==> config.mk <==
export PLATFORM = sky130hd
export DESIGN_NAME = periph_bus_arbiter_flat
export DESIGN_NICKNAME = d
export VERILOG_FILES = /design/src/rtl/periph_bus_arbiter_if.sv /design/src/rtl/periph_bus_arbiter.sv /design/src/flat_wrapper.sv
export SDC_FILE = /design/constraint.sdc
export NUM_CORES = 1
export LEC_CHECK = 0
export CAP_MARGIN = 40
export CORE_MARGIN = 3
export CORE_UTILIZATION = 37
export DETAILED_ROUTE_END_ITERATION = 8
export MAX_ROUTING_LAYER = met4
export PLACE_DENSITY_LB_ADDON = 0.2
export SETUP_SLACK_MARGIN = 0.5
export SLEW_MARGIN = 20
export SYNTH_ARGS = -nofsm -noshare
export SYNTH_HDL_FRONTEND = slang
export SYNTH_SLANG_ARGS = --single-unit
==> constraint.sdc <==
create_clock -name clk -period 2.2 [get_ports clk]
set_input_delay 0.44 -clock clk [delete_from_list [all_inputs] [get_ports clk]]
set_output_delay 0.44 -clock clk [all_outputs]
set_load 0.005 [all_outputs]
==> src/rtl/periph_bus_arbiter_if.sv <==
// Bus bundle for periph_bus_arbiter: two requester ports, the shared peripheral bus
// and the peripheral's registered read data.
interface periph_bus_arbiter_if;
  logic        req0;
  logic        req1;
  logic        we0;
  logic        we1;
  logic [15:0] addr0;
  logic [15:0] addr1;
  logic [15:0] wdata0;
  logic [15:0] wdata1;
  logic        ack0;
  logic        ack1;
  logic [15:0] rdata;
  logic        busy;
  logic [15:0] addr;
  logic [15:0] data;
  logic        we;
  logic        en;
  logic [15:0] q;

  // Arbiter side.
  modport slave (
    input  req0, req1, we0, we1, addr0, addr1, wdata0, wdata1, q,
    output ack0, ack1, rdata, busy, addr, data, we, en
  );

  // Requesters plus peripheral side.
  modport master (
    output req0, req1, we0, we1, addr0, addr1, wdata0, wdata1, q,
    input  ack0, ack1, rdata, busy, addr, data, we, en
  );
endinterface

==> src/rtl/periph_bus_arbiter.sv <==
// Two-requester peripheral bus arbiter: IDLE -> ISSUE -> WAIT -> DONE, one transaction per 4 cycles.
// Define PERIPH_ARB_ROUND_ROBIN_EN for round-robin tie-break; default is fixed priority to requester 0.
module periph_bus_arbiter (
  input  logic                 clk,
  input  logic                 reset,
  periph_bus_arbiter_if.slave  bus
);

  typedef enum logic [1:0] {IDLE, ISSUE, WAIT, DONE} state_t;

  state_t      state;
  state_t      state_nxt;
  logic        grant_valid;
  logic        grant_sel;
  logic        owner;
  logic        we_lat;
  logic [15:0] addr_q;
  logic [15:0] data_q;
  logic [15:0] rdata_q;
  logic        en_c;
  logic        we_c;
  logic        ack0_c;
  logic        ack1_c;
  logic        busy_c;

  // NOTE: sequential state uses non-blocking assignments so every register samples pre-edge values.
  always_ff @(posedge clk or posedge reset) begin
    if (reset) state <= IDLE;
    else       state <= state_nxt;
  end

`ifdef PERIPH_ARB_ROUND_ROBIN_EN
  logic last_served;

  always_ff @(posedge clk or posedge reset) begin
    if (reset)            last_served <= 1'b1;
    else if (grant_valid) last_served <= grant_sel;
  end
`endif

  // A lone request wins outright; only a tie consults the tie-break policy.
  always_comb begin
    grant_sel = bus.req1;
    if (bus.req0 && bus.req1) begin
`ifdef PERIPH_ARB_ROUND_ROBIN_EN
      grant_sel = ~last_served;
`else
      grant_sel = 1'b0;
`endif
    end
  end

  // NOTE: every output of this block gets a default first, so no path can infer a latch.
  always_comb begin
    state_nxt   = state;
    grant_valid = 1'b0;
    en_c        = 1'b0;
    we_c        = 1'b0;
    ack0_c      = 1'b0;
    ack1_c      = 1'b0;
    busy_c      = 1'b1;
    case (state)
      IDLE: begin
        busy_c = 1'b0;
        if (bus.req0 || bus.req1) begin
          grant_valid = 1'b1;
          state_nxt   = ISSUE;
        end
      end
      ISSUE: begin
        en_c      = 1'b1;
        we_c      = we_lat;
        state_nxt = WAIT;
      end
      WAIT: state_nxt = DONE;
      DONE: begin
        ack0_c    = ~owner;
        ack1_c    = owner;
        state_nxt = IDLE;
      end
      default: state_nxt = IDLE;
    endcase
  end

  // Request fields are captured at grant, so later changes on reqN/addrN cannot disturb the transfer.
  always_ff @(posedge clk or posedge reset) begin
    if (reset) begin
      owner   <= 1'b0;
      we_lat  <= 1'b0;
      addr_q  <= 16'h0000;
      data_q  <= 16'h0000;
      rdata_q <= 16'h0000;
    end else begin
      if (grant_valid) begin
        owner  <= grant_sel;
        we_lat <= grant_sel ? bus.we1    : bus.we0;
        addr_q <= grant_sel ? bus.addr1  : bus.addr0;
        data_q <= grant_sel ? bus.wdata1 : bus.wdata0;
      end
      if (state == WAIT) rdata_q <= bus.q;
    end
  end

  assign bus.en    = en_c;
  assign bus.we    = we_c;
  assign bus.ack0  = ack0_c;
  assign bus.ack1  = ack1_c;
  assign bus.busy  = busy_c;
  assign bus.addr  = addr_q;
  assign bus.data  = data_q;
  assign bus.rdata = rdata_q;

endmodule
==> src/flat_wrapper.sv <==
// flat-port wrapper written by rule: the top's interface ports become plain ports
module periph_bus_arbiter_flat 
  (clk, reset, bus_req0, bus_req1, bus_we0, bus_we1, bus_addr0, bus_addr1, bus_wdata0, bus_wdata1, bus_q, bus_ack0, bus_ack1, bus_rdata, bus_busy, bus_addr, bus_data, bus_we, bus_en);
  periph_bus_arbiter_if bus_i ();
  input  logic clk;
  input  logic reset;
  input wire logic [$bits(bus_i.req0)-1:0] bus_req0;
  input wire logic [$bits(bus_i.req1)-1:0] bus_req1;
  input wire logic [$bits(bus_i.we0)-1:0] bus_we0;
  input wire logic [$bits(bus_i.we1)-1:0] bus_we1;
  input wire logic [$bits(bus_i.addr0)-1:0] bus_addr0;
  input wire logic [$bits(bus_i.addr1)-1:0] bus_addr1;
  input wire logic [$bits(bus_i.wdata0)-1:0] bus_wdata0;
  input wire logic [$bits(bus_i.wdata1)-1:0] bus_wdata1;
  input wire logic [$bits(bus_i.q)-1:0] bus_q;
  output wire logic [$bits(bus_i.ack0)-1:0] bus_ack0;
  output wire logic [$bits(bus_i.ack1)-1:0] bus_ack1;
  output wire logic [$bits(bus_i.rdata)-1:0] bus_rdata;
  output wire logic [$bits(bus_i.busy)-1:0] bus_busy;
  output wire logic [$bits(bus_i.addr)-1:0] bus_addr;
  output wire logic [$bits(bus_i.data)-1:0] bus_data;
  output wire logic [$bits(bus_i.we)-1:0] bus_we;
  output wire logic [$bits(bus_i.en)-1:0] bus_en;
  assign bus_i.req0 = bus_req0;
  assign bus_i.req1 = bus_req1;
  assign bus_i.we0 = bus_we0;
  assign bus_i.we1 = bus_we1;
  assign bus_i.addr0 = bus_addr0;
  assign bus_i.addr1 = bus_addr1;
  assign bus_i.wdata0 = bus_wdata0;
  assign bus_i.wdata1 = bus_wdata1;
  assign bus_i.q = bus_q;
  assign bus_ack0 = bus_i.ack0;
  assign bus_ack1 = bus_i.ack1;
  assign bus_rdata = bus_i.rdata;
  assign bus_busy = bus_i.busy;
  assign bus_addr = bus_i.addr;
  assign bus_data = bus_i.data;
  assign bus_we = bus_i.we;
  assign bus_en = bus_i.en;
  periph_bus_arbiter u_core (.clk(clk), .reset(reset), .bus(bus_i));
endmodule
==> run summary <==
Walking the worst path, the cells encountered are buf_6 -> ha_4 -> and2_4 -> buf_6. The flow ran to the end, and the final reports show no timing, DRC or antenna violations. The floorplan die height is 85.3 µm. After detailed routing, the average wire length per cell comes to 17.2 µm. The headroom to the max-slew limit is 74.4%.

The launching element type of the critical path is a register. The global-route wire length before repair came out at 11800 µm. The count of cell types in the netlist came out at 21. The setup check on the worst reg-to-reg path leaves a slack of 570 ps. The synthesized area divided by synthesized cell count came out at 11.6 µm². The power per cell area came out at 1270 mW/mm².

The combined global-route utilization of all metal layers is 20.9%. The type of the most critical hold path is input pin to asynchronous set/reset pin. The number of max-cap violations came out at 0. The final critical path time including I/O delays and setup came out at 1710 ps. The count of hold buffers inserted by post-cts repair came out at 0. For this run, design rule violations remaining after detail routing come to 0.

After clock tree synthesis, the clock-pin slew on the worst setup and hold paths is 90 ps. The maximum number of pins on one net before global-route repair is 37. The Yosys step of the flow raised 0 warnings. The count of cells along the worst register-to-register path came out at 6. The cell sitting at the root of the clock tree is a clkbuf_8. The initial detailed-routing violation count came out at 96. After synthesis, flip-flops and latches occupy 55.9% of the total area. The biggest fanout along the worst timing path is 3. The total global routing overflow is 0.

The library cell used most frequently in the layout, excluding fill and tap cells, is clkdlybuf4s50_1. The worst setup path is captured at an output pin. The number of failing hold endpoints at the final stage is 0.

The initial antenna violation count is 0. Port buffering added 138 buffers. The share of layout cells above drive strength 1 is 18.6%.

The delay of the slowest cell on the worst path is 440 ps. The startpoint identified for the worst register-to-register timing path is u_core.state[0]$_DFFE_PP0P_. TritonCTS created 5 clock buffers. The number of clock sinks seen by CTS came out at 52. The power consumption is 5170 µW. The number of levels in the clock H-tree is 2.

Counting stages on the worst path, the most repeated cell is buf_6. The largest individual stage delay along the critical path comes from the cell dfrtp_1. The die covers 0.00728 mm². The HPWL after detailed placement is 5290 µm. Setup repair after global routing could not meet its margin everywhere.

The peak ir drop on the vdd network came out at 0.620 mV. Data arrives at the worst endpoint at 1270 ps. After the last flow step, the layout net total stands at 444. The post-route worst setup slack is 494 ps. The longest clock path from root to sink contains 2 buffers. The count of inserted antenna diode cells is 0. The later pin in the worst-skew pair is clocked with a latency of 300 ps. For this block, the routed nets add up to 7380 µm of wire.

The final critical-path share of the clock period is 77.6%. The number of buffer and inverter stages on the critical path came out at 2. The worst-case clock skew came out at 5.67 ps. The worst hold margin is 433 ps. The layout overhead on the synthesized area is 74.5%. The number of instances in the synthesized netlist came out at 201.

The cell family contributing the most delay on the critical path is flip-flops. In the layout the commonest cells are clkdlybuf4s50_1 (131), dfrtp_1 (52), o22ai_1 (50). The synthesized area came out at 0.00233 mm². For the pin with the worst max-slew slack, the measured transition is 384 ps.

The via count of the first global-routing pass is 2452. The leakage dissipation is 0.00166 µW. The die is 85.3 µm wide. The final-report setup violation count came out at 0.

The detail-routed via count per cell came out at 5.31. The number of max-slew violations in the final report is 0. Based on the critical path, the design can be clocked at up to 586 MHz.

The effective utilization at floorplan is 38.8%. The via count came out at 2279. The synthesized flop and latch total is 52. In this run the count of I/O pins placed on the die edge is 139.

The endpoint identified for the worst register-to-register timing path is u_core.bus.rdata[11]$_DFFE_PP0N_. The weighted congestion at the end of routability-driven global placement is 0.753. In this run the remaining antenna-violating nets after routing total 0. The number of iterations in the first detailed-routing pass came out at 4.

The worst slack after detailed placement came out at 168 ps. The critical path data required time is 1760 ps. The area of the core is 0.00599 mm². The count of standard-cell rows is 28. Counting every net in the synthesized netlist gives 292. The worst setup path category is register to output pin.

The clock tree from TritonCTS is yes. Adding up every negative setup slack in the final design gives 0 ps.
[final cells by class]
class | instances | area, µm²
Clock buffer | 6 | 82.6
Tap cell | 75 | 93.8
Timing Repair Buffer | 161 | 1570
Inverter | 6 | 25.0
Multi-Input combinational cell | 127 | 980
Sequential cell | 52 | 1300
Fill cell | 486 | 1930
Clock inverter | 2 | 10.0
[kinds of logic after synthesis]
group | share of synthesized area, %
AND/OR/NAND/NOR | 5.22
multiplexers | 8.82
flip-flops | 55.9
adder cells (fa/ha/maj) | 2.69
AO/OA/AOI/OAI | 22.3
buffers and inverters | 5.05
[registers in the layout, indices dropped and copies added, names as in the netlist]
| signal | count |
|---|---|
| u_core.bus.data | 16 |
| u_core.we_lat | 1 |
| u_core.bus.addr | 16 |
| u_core.owner | 1 |
| u_core.state | 2 |
| u_core.bus.rdata | 16 |
[power breakdown]
group	internal, µW	switching (µW)
combinational	1790	1050
clock	252	309
sequential	1450	316
total	3490	1680
[worst max path at each step]
stage,slack (ps),to,start,cells past startpoint
after global routing,450,bus_we,u_core.state[0]$_DFFE_PP0P_,4
after detailed placement,170,u_core.bus.data[6]$_DFFE_PP0P_,bus_req0,4
after global placement,260,u_core.bus.data[12]$_DFFE_PP0P_,bus_req0,4
after floorplan,500,u_core.bus.addr[0]$_DFFE_PP0P_,reset,1
after CTS,490,bus_we,u_core.state[0]$_DFFE_PP0P_,4
final,490,bus_ack1,u_core.state[0]$_DFFE_PP0P_,4
[stage by stage]
| stage | utilization, % | cell area [µm²] | instances |
|---|---|---|---|
| detailed placement | 63.6 | 3810 | 409 |
| global route | 67.8 | 4060 | 429 |
| finish | 67.8 | 4060 | 429 |
| floorplan | - | 2330 | 201 |
| CTS | 66.3 | 3970 | 424 |
| global placement | 63.6 | 3810 | 409 |
[cells in the mapped netlist]
cell type | number | share of area [%]
or2_1 | 1 | 0.27
clkbuf_1 | 7 | 1.1
inv_1 | 5 | 0.81
mux2_4 | 1 | 0.64
and2_1 | 3 | 0.81
nor2_1 | 8 | 1.3
o32ai_1 | 1 | 0.38
dfrtp_1 | 52 | 56
ha_1 | 5 | 2.7
buf_6 | 3 | 1.5
o22ai_1 | 50 | 13
mux2i_1 | 1 | 0.43
a21oi_1 | 15 | 3.2
buf_2 | 7 | 1.5
mux2_2 | 16 | 7.7
a2bb2oi_1 | 14 | 5.3
nand2_1 | 2 | 0.32
or2_4 | 1 | 0.38
clkinv_1 | 1 | 0.16
nor2b_1 | 1 | 0.27
nand2b_1 | 7 | 1.9
[timing repair]
action	4_1_cts	5_1_grt
setup buffers	7	4
cloned	0	1
pin swaps	0	1
gates resized for setup	30	12
setup endpoints to repair	31	37
[layer usage]
layer	up-vias	track usage, %	routed length (µm)
li1	1063	-	-
met1	1096	25.2	2960
met2	105	34.7	3720
met3	15	5.05	561
met4	0	6.04	134
met5	-	-	0
(Power assumes the default switching activity.)
